===== src/rtl/data_memory_arbiter.sv =====
// Round-robin arbiter sharing one single-port data memory between the CPU LSU (0)
// and the debug/DMA loader (1); one request per two cycles, one-cycle response pulse.

module data_memory_arbiter_resp_slot (
    input  logic        clock,
    input  logic        reset,
    input  logic        fire,
    input  logic        fire_error,
    input  logic [31:0] fire_rdata,
    output logic        valid,
    output logic        error,
    output logic [31:0] rdata
);
    // error/rdata hold until the next response to this requester
    always_ff @(posedge clock or negedge reset) begin
        if (!reset) begin
            valid <= 1'b0;
            error <= 1'b0;
            rdata <= '0;
        end else begin
            valid <= fire;
            if (fire) begin
                error <= fire_error;
                rdata <= fire_rdata;
            end
        end
    end
endmodule

module data_memory_arbiter #(
    parameter int MEM_DEPTH = 2048
) (
    input  logic        clock,
    input  logic        reset,

    input  logic        req0_valid,
    output logic        req0_ready,
    input  logic        req0_write,
    input  logic [29:0] req0_address,
    input  logic [31:0] req0_wdata,
    output logic        resp0_valid,
    output logic        resp0_error,
    output logic [31:0] resp0_rdata,

    input  logic        req1_valid,
    output logic        req1_ready,
    input  logic        req1_write,
    input  logic [29:0] req1_address,
    input  logic [31:0] req1_wdata,
    output logic        resp1_valid,
    output logic        resp1_error,
    output logic [31:0] resp1_rdata,

    output logic [29:0] mem_address,
    output logic        mem_write_enable,
    output logic [31:0] mem_write_input,
    input  logic [31:0] mem_read_result
);
    localparam int IDX_W   = $clog2(MEM_DEPTH);
    localparam int NUM_REQ = 2;

    typedef enum logic {IDLE, ACCESS} state_t;

    state_t state, next_state;

    logic [NUM_REQ-1:0]       req_valid;
    logic [NUM_REQ-1:0]       req_write;
    logic [NUM_REQ-1:0][29:0] req_address;
    logic [NUM_REQ-1:0][31:0] req_wdata;
    logic [NUM_REQ-1:0]       ready;

    logic [NUM_REQ-1:0]       resp_valid;
    logic [NUM_REQ-1:0]       resp_error;
    logic [NUM_REQ-1:0][31:0] resp_rdata;

    logic        gnt_id;
    logic        accept;
    logic        last_grant;
    logic [29:0] sel_address;
    logic        sel_error;

    logic [29:0] lat_address;
    logic        lat_write;
    logic [31:0] lat_wdata;
    logic        lat_id;
    logic        lat_error;

    logic        in_access;
    logic [31:0] load_rdata;

    assign req_valid   = {req1_valid, req0_valid};
    assign req_write   = {req1_write, req0_write};
    assign req_address = {req1_address, req0_address};
    assign req_wdata   = {req1_wdata, req0_wdata};

    assign req0_ready  = ready[0];
    assign req1_ready  = ready[1];
    assign resp0_valid = resp_valid[0];
    assign resp0_error = resp_error[0];
    assign resp0_rdata = resp_rdata[0];
    assign resp1_valid = resp_valid[1];
    assign resp1_error = resp_error[1];
    assign resp1_rdata = resp_rdata[1];

    // Ties go to whoever did not win last; a lone requester always wins.
    always_comb begin
        next_state = state;
        ready      = '0;
        gnt_id     = 1'b0;
        accept     = 1'b0;
        case (state)
            IDLE: begin
                if (req_valid == 2'b11) gnt_id = ~last_grant;
                else                    gnt_id = req_valid[1];
                if (|req_valid) begin
                    ready[gnt_id] = 1'b1;
                    accept        = 1'b1;
                    next_state    = ACCESS;
                end
            end
            ACCESS:  next_state = IDLE;
            default: next_state = IDLE;
        endcase
    end

    assign sel_address = req_address[gnt_id];
    assign sel_error   = (sel_address >> IDX_W) != '0;

    always_ff @(posedge clock or negedge reset) begin
        if (!reset) state <= IDLE;
        else        state <= next_state;
    end

    // last_grant resets to 1 so requester 0 wins the first contended grant
    always_ff @(posedge clock or negedge reset) begin
        if (!reset) begin
            last_grant  <= 1'b1;
            lat_address <= '0;
            lat_write   <= 1'b0;
            lat_wdata   <= '0;
            lat_id      <= 1'b0;
            lat_error   <= 1'b0;
        end else if (accept) begin
            last_grant  <= gnt_id;
            lat_address <= sel_address;
            lat_write   <= req_write[gnt_id];
            lat_wdata   <= req_wdata[gnt_id];
            lat_id      <= gnt_id;
            lat_error   <= sel_error;
        end
    end

    assign in_access = (state == ACCESS);

    // Latched registers only move on accept, so the address/data hold through IDLE.
    assign mem_address      = lat_address;
    assign mem_write_input  = lat_wdata;
    assign mem_write_enable = in_access && lat_write && !lat_error;

    assign load_rdata = (!lat_write && !lat_error) ? mem_read_result : '0;

    for (genvar i = 0; i < NUM_REQ; i++) begin : g_resp
        data_memory_arbiter_resp_slot u_slot (
            .clock      (clock),
            .reset      (reset),
            .fire       (in_access && (lat_id == 1'(i))),
            .fire_error (lat_error),
            .fire_rdata (load_rdata),
            .valid      (resp_valid[i]),
            .error      (resp_error[i]),
            .rdata      (resp_rdata[i])
        );
    end
endmodule


===== config.mk =====
export PLATFORM = sky130hd
export DESIGN_NAME = data_memory_arbiter
export DESIGN_NICKNAME = d
export VERILOG_FILES = /design/src/rtl/data_memory_arbiter.sv
export SDC_FILE = /design/constraint.sdc
export NUM_CORES = 1
export LEC_CHECK = 0
export ABC_AREA = 1
export CORE_AREA = 2 2 119 121
export DETAILED_ROUTE_END_ITERATION = 16
export DIE_AREA = 0 0 121 123
export PLACE_DENSITY = 0.84
export SLEW_MARGIN = 10
export SYNTH_ARGS = -nofsm -noshare
export SYNTH_HDL_FRONTEND = slang
export SYNTH_SLANG_ARGS = --single-unit

===== constraint.sdc =====
create_clock -name clock -period 4 [get_ports clock]
set_input_delay 1.2 -clock clock [delete_from_list [all_inputs] [get_ports clock]]
set_output_delay 1.2 -clock clock [all_outputs]
set_load 0.005 [all_outputs]

# Word level (Yosys, flattened, before mapping)
# Cells that the tools add are included.
classes:
  mux: 17
  n_bitwise: 3
  eq_ne: 1
  n_lt_le_gt_ge: 3
  n_reduce_logical: 10
ops:
  columns: ["cell", "n"]
  rows:
  - ["$mux W32", 3]
  - ["$mux W30", 2]
  - ["$reduce_bool A30 Y1", 1]
  - ["$mux W1", 8]
  - ["$logic_and A1 B1 Y1", 6]
  - ["$lt A1 B2 Y1 const B", 2]
  - ["$mux W2", 2]
  - ["$not A1 Y1", 3]
  - ["$eq A2 B2 Y1 const B", 1]
  - ["$logic_not A1 Y1", 2]
  - ["$pmux W1 S2", 1]
  - ["$reduce_or A2 Y1", 1]
  - ["$demux W1 S1", 1]
  - ["$ge A1 B1 Y1 const B", 1]
word_totals:
  output_inout_bits: 133
  register_bits: 135
  input_bits: 162

# Longest topological paths before layout
depth:
  depth_word: 9
  mapped_depth: 10
  depth_no_buf: 9

# Modules after synthesis
# A second synthesis with hierarchy kept.
unflattened:
  hier_cells: 772
  area_unflattened_um2: 6165.9
by_module_without_submodules:
  columns: ["mod", "cells_each", "instances", "area_per_inst_um2", "seq_area_each_um2"]
  rows:
  - ["data_memory_arbiter", 490, 1, 3505.9, 1677.9]
  - ["data_memory_arbiter_resp_slot", 141, 2, 1330.0, 850.8]

# Worst setup path after synthesis
# Ideal clock, no wire load.
synth_timing:
  kind: "input port to output port"
  startpoint: "input port req1_valid"
  endpoint: "output port req0_ready"
  path_slack_ns: 1.032
  t_arrival_ns: 1.768
  path_buffers: 1
  path_stages: 5
  cell_sequence: "nor2_1 > nor2_4 > inv_2 > buf_2 > a21oi_1"
synth_between:
  elab_chain_cells: 9
  elab_cells_between_ends: 11
synth_rtl:
  columns: ["element", "line", "source"]
  rows:
  - ["start: declaration", "45", "input logic req1_valid,"]
  - ["$eq A2 B2 Y1", "113", "if (req_valid == 2'b11) gnt_id = ~last_grant;"]
  - ["$mux W1", "113", null]
  - ["$mux W1", "111", "case (state)"]
  - ["$lt A1 B2 Y1 (not written as such) / $ge A1 B1 Y1 (equally long branches)", "116", "ready[gnt_id] = 1'b1;"]
  - ["$logic_and A1 B1 Y1 (not written as such)", "116", null]
  - ["$mux W1 (not written as such)", "116", null]
  - ["$demux W1 S1", "116", null]
  - ["$mux W2 *", "115", "if (|req_valid) begin"]
  - ["$mux W2 *", "111", null]
  - ["end: declaration", "37", "output logic req0_ready,"]
# Mark *: on every way between the ends. The rest lies on a longest branch, timed or not. The select of a mux whose other input is x is not followed.

# Worst setup path in the final report
# Same ends and word-level chain as after synthesis.

==> impl_summary.md <==
Outcome
The flow ran to the end, and the final reports show no timing, DRC or antenna violations.

Worst setup path
In this run the worst setup path terminates at req0_ready. The path type of the worst setup path is input pin to output port. STA puts the critical path data arrival time at 2.62 ns. The worst setup path is captured at an output port. The startpoint identified for the worst register-to-register timing path is in_access.

The number of cells on the worst reg-to-reg path is 10. The worst path required time is 2.80 ns. In this run the critical register-to-register path is captured at lat_error. The startpoint type of the worst setup path is an input pin. Of all nets on the critical path, the largest fanout is 3.

Setup slack on the worst reg-to-reg path comes out at 1.81 ns. The worst setup path startpoint is req1_valid.

Placement
Input and output buffers added on the ports amount to 294. The cell area after placement is 8770 µm². The HPWL after detailed placement is 12.7 mm. Routability-driven placement finished with a final weighted congestion of 0.810.

Timing
The highest clock frequency the design can meet is 262 MHz. The hold violation count in the final report is 0. The number of max-slew violations in the final report is 0. At the pin with the least slew margin, the transition time is 1.09 ns. After routing, the total negative slack on setup checks comes to 0 ns. Setup violations remaining at the end of the flow were counted as 0. In the finished design, the share of the clock period the worst path needs comes to 0.956.

Setup repair after global routing left no endpoint under its margin. The largest clock skew in the final design is 0.00876 ns. The time the worst path needs with I/O delays and setup is 3.82 ns. The worst slew margin relative to its limit is 0.270.

Worst hold path
The worst hold path belongs to the class flip-flop to flip-flop. Along the worst hold path, the cell count comes to 2.

Die
The core box area is 13600 µm². The chip width is 121 µm. The die area is 14900 µm². The total number of placement rows is 43.

The y dimension of the die is 123 µm. The number of I/O pins is 295. For this configuration, the core starts out at a cell density of 0.421.

Power and ir drop
The peak supply drop is 0.235 mV. The static leakage is 0.00408 µW. The areal power density over the cells is 442 nW/µm².

Finish
The area of combinational cells with multiple inputs is 2010 µm². The finished layout cell area is 9390 µm². The fill cell instance count of the final layout is 1065. The final layout net count is 1112. The sequential cells in the finished layout cover a total of 3380 µm². The area added between synthesis and finish is 63.8%. The fraction of layout cells with a size suffix above 1 is 0.0519.

Synthesis
The combined area of all synthesized cells is 5730 µm². The number of different library cells in the post-synthesis netlist is 23. The synthesized instance count is 673.

The synthesized netlist net count is 835. By area the synthesized netlist is led by sky130_fd_sc_hd__dfrtp_1 58%, sky130_fd_sc_hd__nand2_1 13%, sky130_fd_sc_hd__o21ai_0 12%, sky130_fd_sc_hd__nor2_1 3.5%, sky130_fd_sc_hd__o21ai_1 3.1%. The number of synthesis warnings is 0. The share of the Yosys chip area taken by registers is 0.589.

Summed over all instances, the cell type with the most area after synthesis is sky130_fd_sc_hd__dfrtp_1. The share of synthesized area in the top cell type comes to 0.585. A synthesized cell averages 8.52 µm². The number of storage elements in the synthesis netlist is 135.

Routing
After detailed routing, the wire length on met1 is 7.15 mm. The starting DRC count in detailed routing is 318. The post-route antenna net violation count is 0. The vias per cell is 5.02.

The total wire length is 18.4 mm. The total via count after detailed routing is 5746. The total length of routed met2 wires is 9.00 mm.

The met3 wirelength from detailed routing is 1.74 mm. The top layer reached by signal wires is met4. The pre-antenna-repair detailed-routing pass consisted of 4 iterations. After detailed routing, the average wire length per cell comes to 16.0 µm. In the routed design, unresolved DRC markers number 0.

Flow run
Max-cap violations in this run came to 0.

Clock network
The clock slew at the register clock pins of the worst setup and hold paths is 0.06 ns. TritonCTS created 17 clock buffers. The clock drives 135 sinks. TritonCTS built the clock tree.

The hold-fix buffer count after cts is 0. Gates resized during post-CTS repair numbered 0. The number of setup buffers added after CTS is 0. The maximum count of clock buffers along a single path is 2. For the worst-skew pair, the clock arrives at the later sink with an insertion delay of 0.41 ns. In this run the number of H-tree levels came out at 4. The tree is rooted in a sky130_fd_sc_hd__clkbuf_16.

Global routing
Across every metal layer, demand over resource in global routing totals 0.250. The number of antenna violations at the first check in global routing is 1. The total overflow left after global routing is 0.

The number of global-route vias before repair is 5730. The first global-routing pass estimated 28.6 mm of wire. Entering global routing, the biggest net connects 83 pins.
## layout by cell type (no fill, tap or decap)
cell                              instances
sky130_fd_sc_hd__dfstp_2                  1
sky130_fd_sc_hd__bufinv_16                4
sky130_fd_sc_hd__clkinv_2                 2
sky130_fd_sc_hd__clkinv_4                 2
sky130_fd_sc_hd__nor2_2                   2
sky130_fd_sc_hd__o21ai_1                 36
sky130_fd_sc_hd__o21a_1                   1
sky130_fd_sc_hd__buf_6                    1
sky130_fd_sc_hd__buf_4                    7
sky130_fd_sc_hd__o21ai_0                142
sky130_fd_sc_hd__nand3_1                  2
sky130_fd_sc_hd__nor3_1                   1
sky130_fd_sc_hd__o22ai_1                  1
sky130_fd_sc_hd__clkinvlp_4               3
sky130_fd_sc_hd__nand2_1                205
sky130_fd_sc_hd__a21oi_1                  1
sky130_fd_sc_hd__diode_2                  1
sky130_fd_sc_hd__clkdlybuf4s50_1        293
sky130_fd_sc_hd__inv_2                    4
sky130_fd_sc_hd__clkbuf_16               17
sky130_fd_sc_hd__nand4_1                 11
sky130_fd_sc_hd__dfrtp_1                134
sky130_fd_sc_hd__nand2_2                  1
sky130_fd_sc_hd__inv_1                   32
sky130_fd_sc_hd__clkbuf_1                 1
sky130_fd_sc_hd__nor2_1                  53
sky130_fd_sc_hd__inv_6                    3
sky130_fd_sc_hd__buf_12                   1
sky130_fd_sc_hd__nand3_4                  1
sky130_fd_sc_hd__nor2_4                   1
## worst min-delay path by stage
stage                 endpoint        from
floorplan           last_grant  last_grant
global placement    last_grant  last_grant
detailed placement  last_grant  last_grant
CTS                 last_grant  last_grant
global route        last_grant  last_grant
finish              last_grant  last_grant
## cell families (layout without fill, tap and decap cells)
group	count (synthesis)	after routing	share of synthesized area
other cells	0	1	0
flops	135	135	0.589
compound gates	181	181	0.159
buf+inv	80	370	0.0611
simple gates	277	277	0.191
## cell type report
type	count	share of cell area
diodes	1	0.000266
clock buffers	18	0.0457
clock inverters	14	0.0209
inverters	36	0.0144
multi-input cells	458	0.214
flip-flops and latches	135	0.360
well taps	180	0.0240
repair buffers	302	0.321
## per-stage QoR
| step | std cells | total power [µW] | util | hold WS [ns] | setup slack (ns) |
|---|---|---|---|---|---|
| after floorplan | 673 | 1940 | - | 0.443 | 1.03 |
| after global placement | 1111 | 2510 | 0.644 | 0.454 | 0.190 |
| after detailed placement | 1111 | 2520 | 0.644 | 0.457 | 0.185 |
| after CTS | 1143 | 4190 | 0.690 | 0.468 | 0.179 |
| after global routing | 1144 | 4350 | 0.690 | 0.486 | 0.0775 |
| final | 1144 | 4150 | 0.690 | 0.472 | 0.176 |
## per-layer routing
layer,track usage,vias to the layer above
met5,0,-
met4,0.0996,0
met3,0.0904,36
met2,0.415,271
met1,0.295,2705
li1,-,2734
## worst max-delay path: stages
cell	delay (ns)
sky130_fd_sc_hd__clkdlybuf4s50_1	0.55
sky130_fd_sc_hd__nor2_1	0.11
sky130_fd_sc_hd__nor2_4	0.10
sky130_fd_sc_hd__inv_2	0.04
sky130_fd_sc_hd__a21oi_1	0.10
sky130_fd_sc_hd__clkdlybuf4s50_1	0.53
## flip-flops by register name (all words and copies together), names as in the netlist, 2 cells and up
name / count
mem_write_input: 32
g_resp.u_slot.error: 2
mem_address: 30
g_resp.u_slot.rdata: 64
g_resp.u_slot.valid: 2
## cells in the mapped netlist (all sizes together)
cell and count:
o21ai 178, inv 36, o21a 1, nor2 56, buf 20, nor3 1, nand2 206, nand4 11
clkbuf 24, dfstp 1, a21oi 1, dfrtp 134, nand3 3, o22ai 1
## power by group
part	switching [µW]	total (µW)	internal [µW]
registers	90.7	1610	1520
clock network	604	1650	1050
logic	398	885	487
Note: power is estimated with default switching activity, not from simulation.
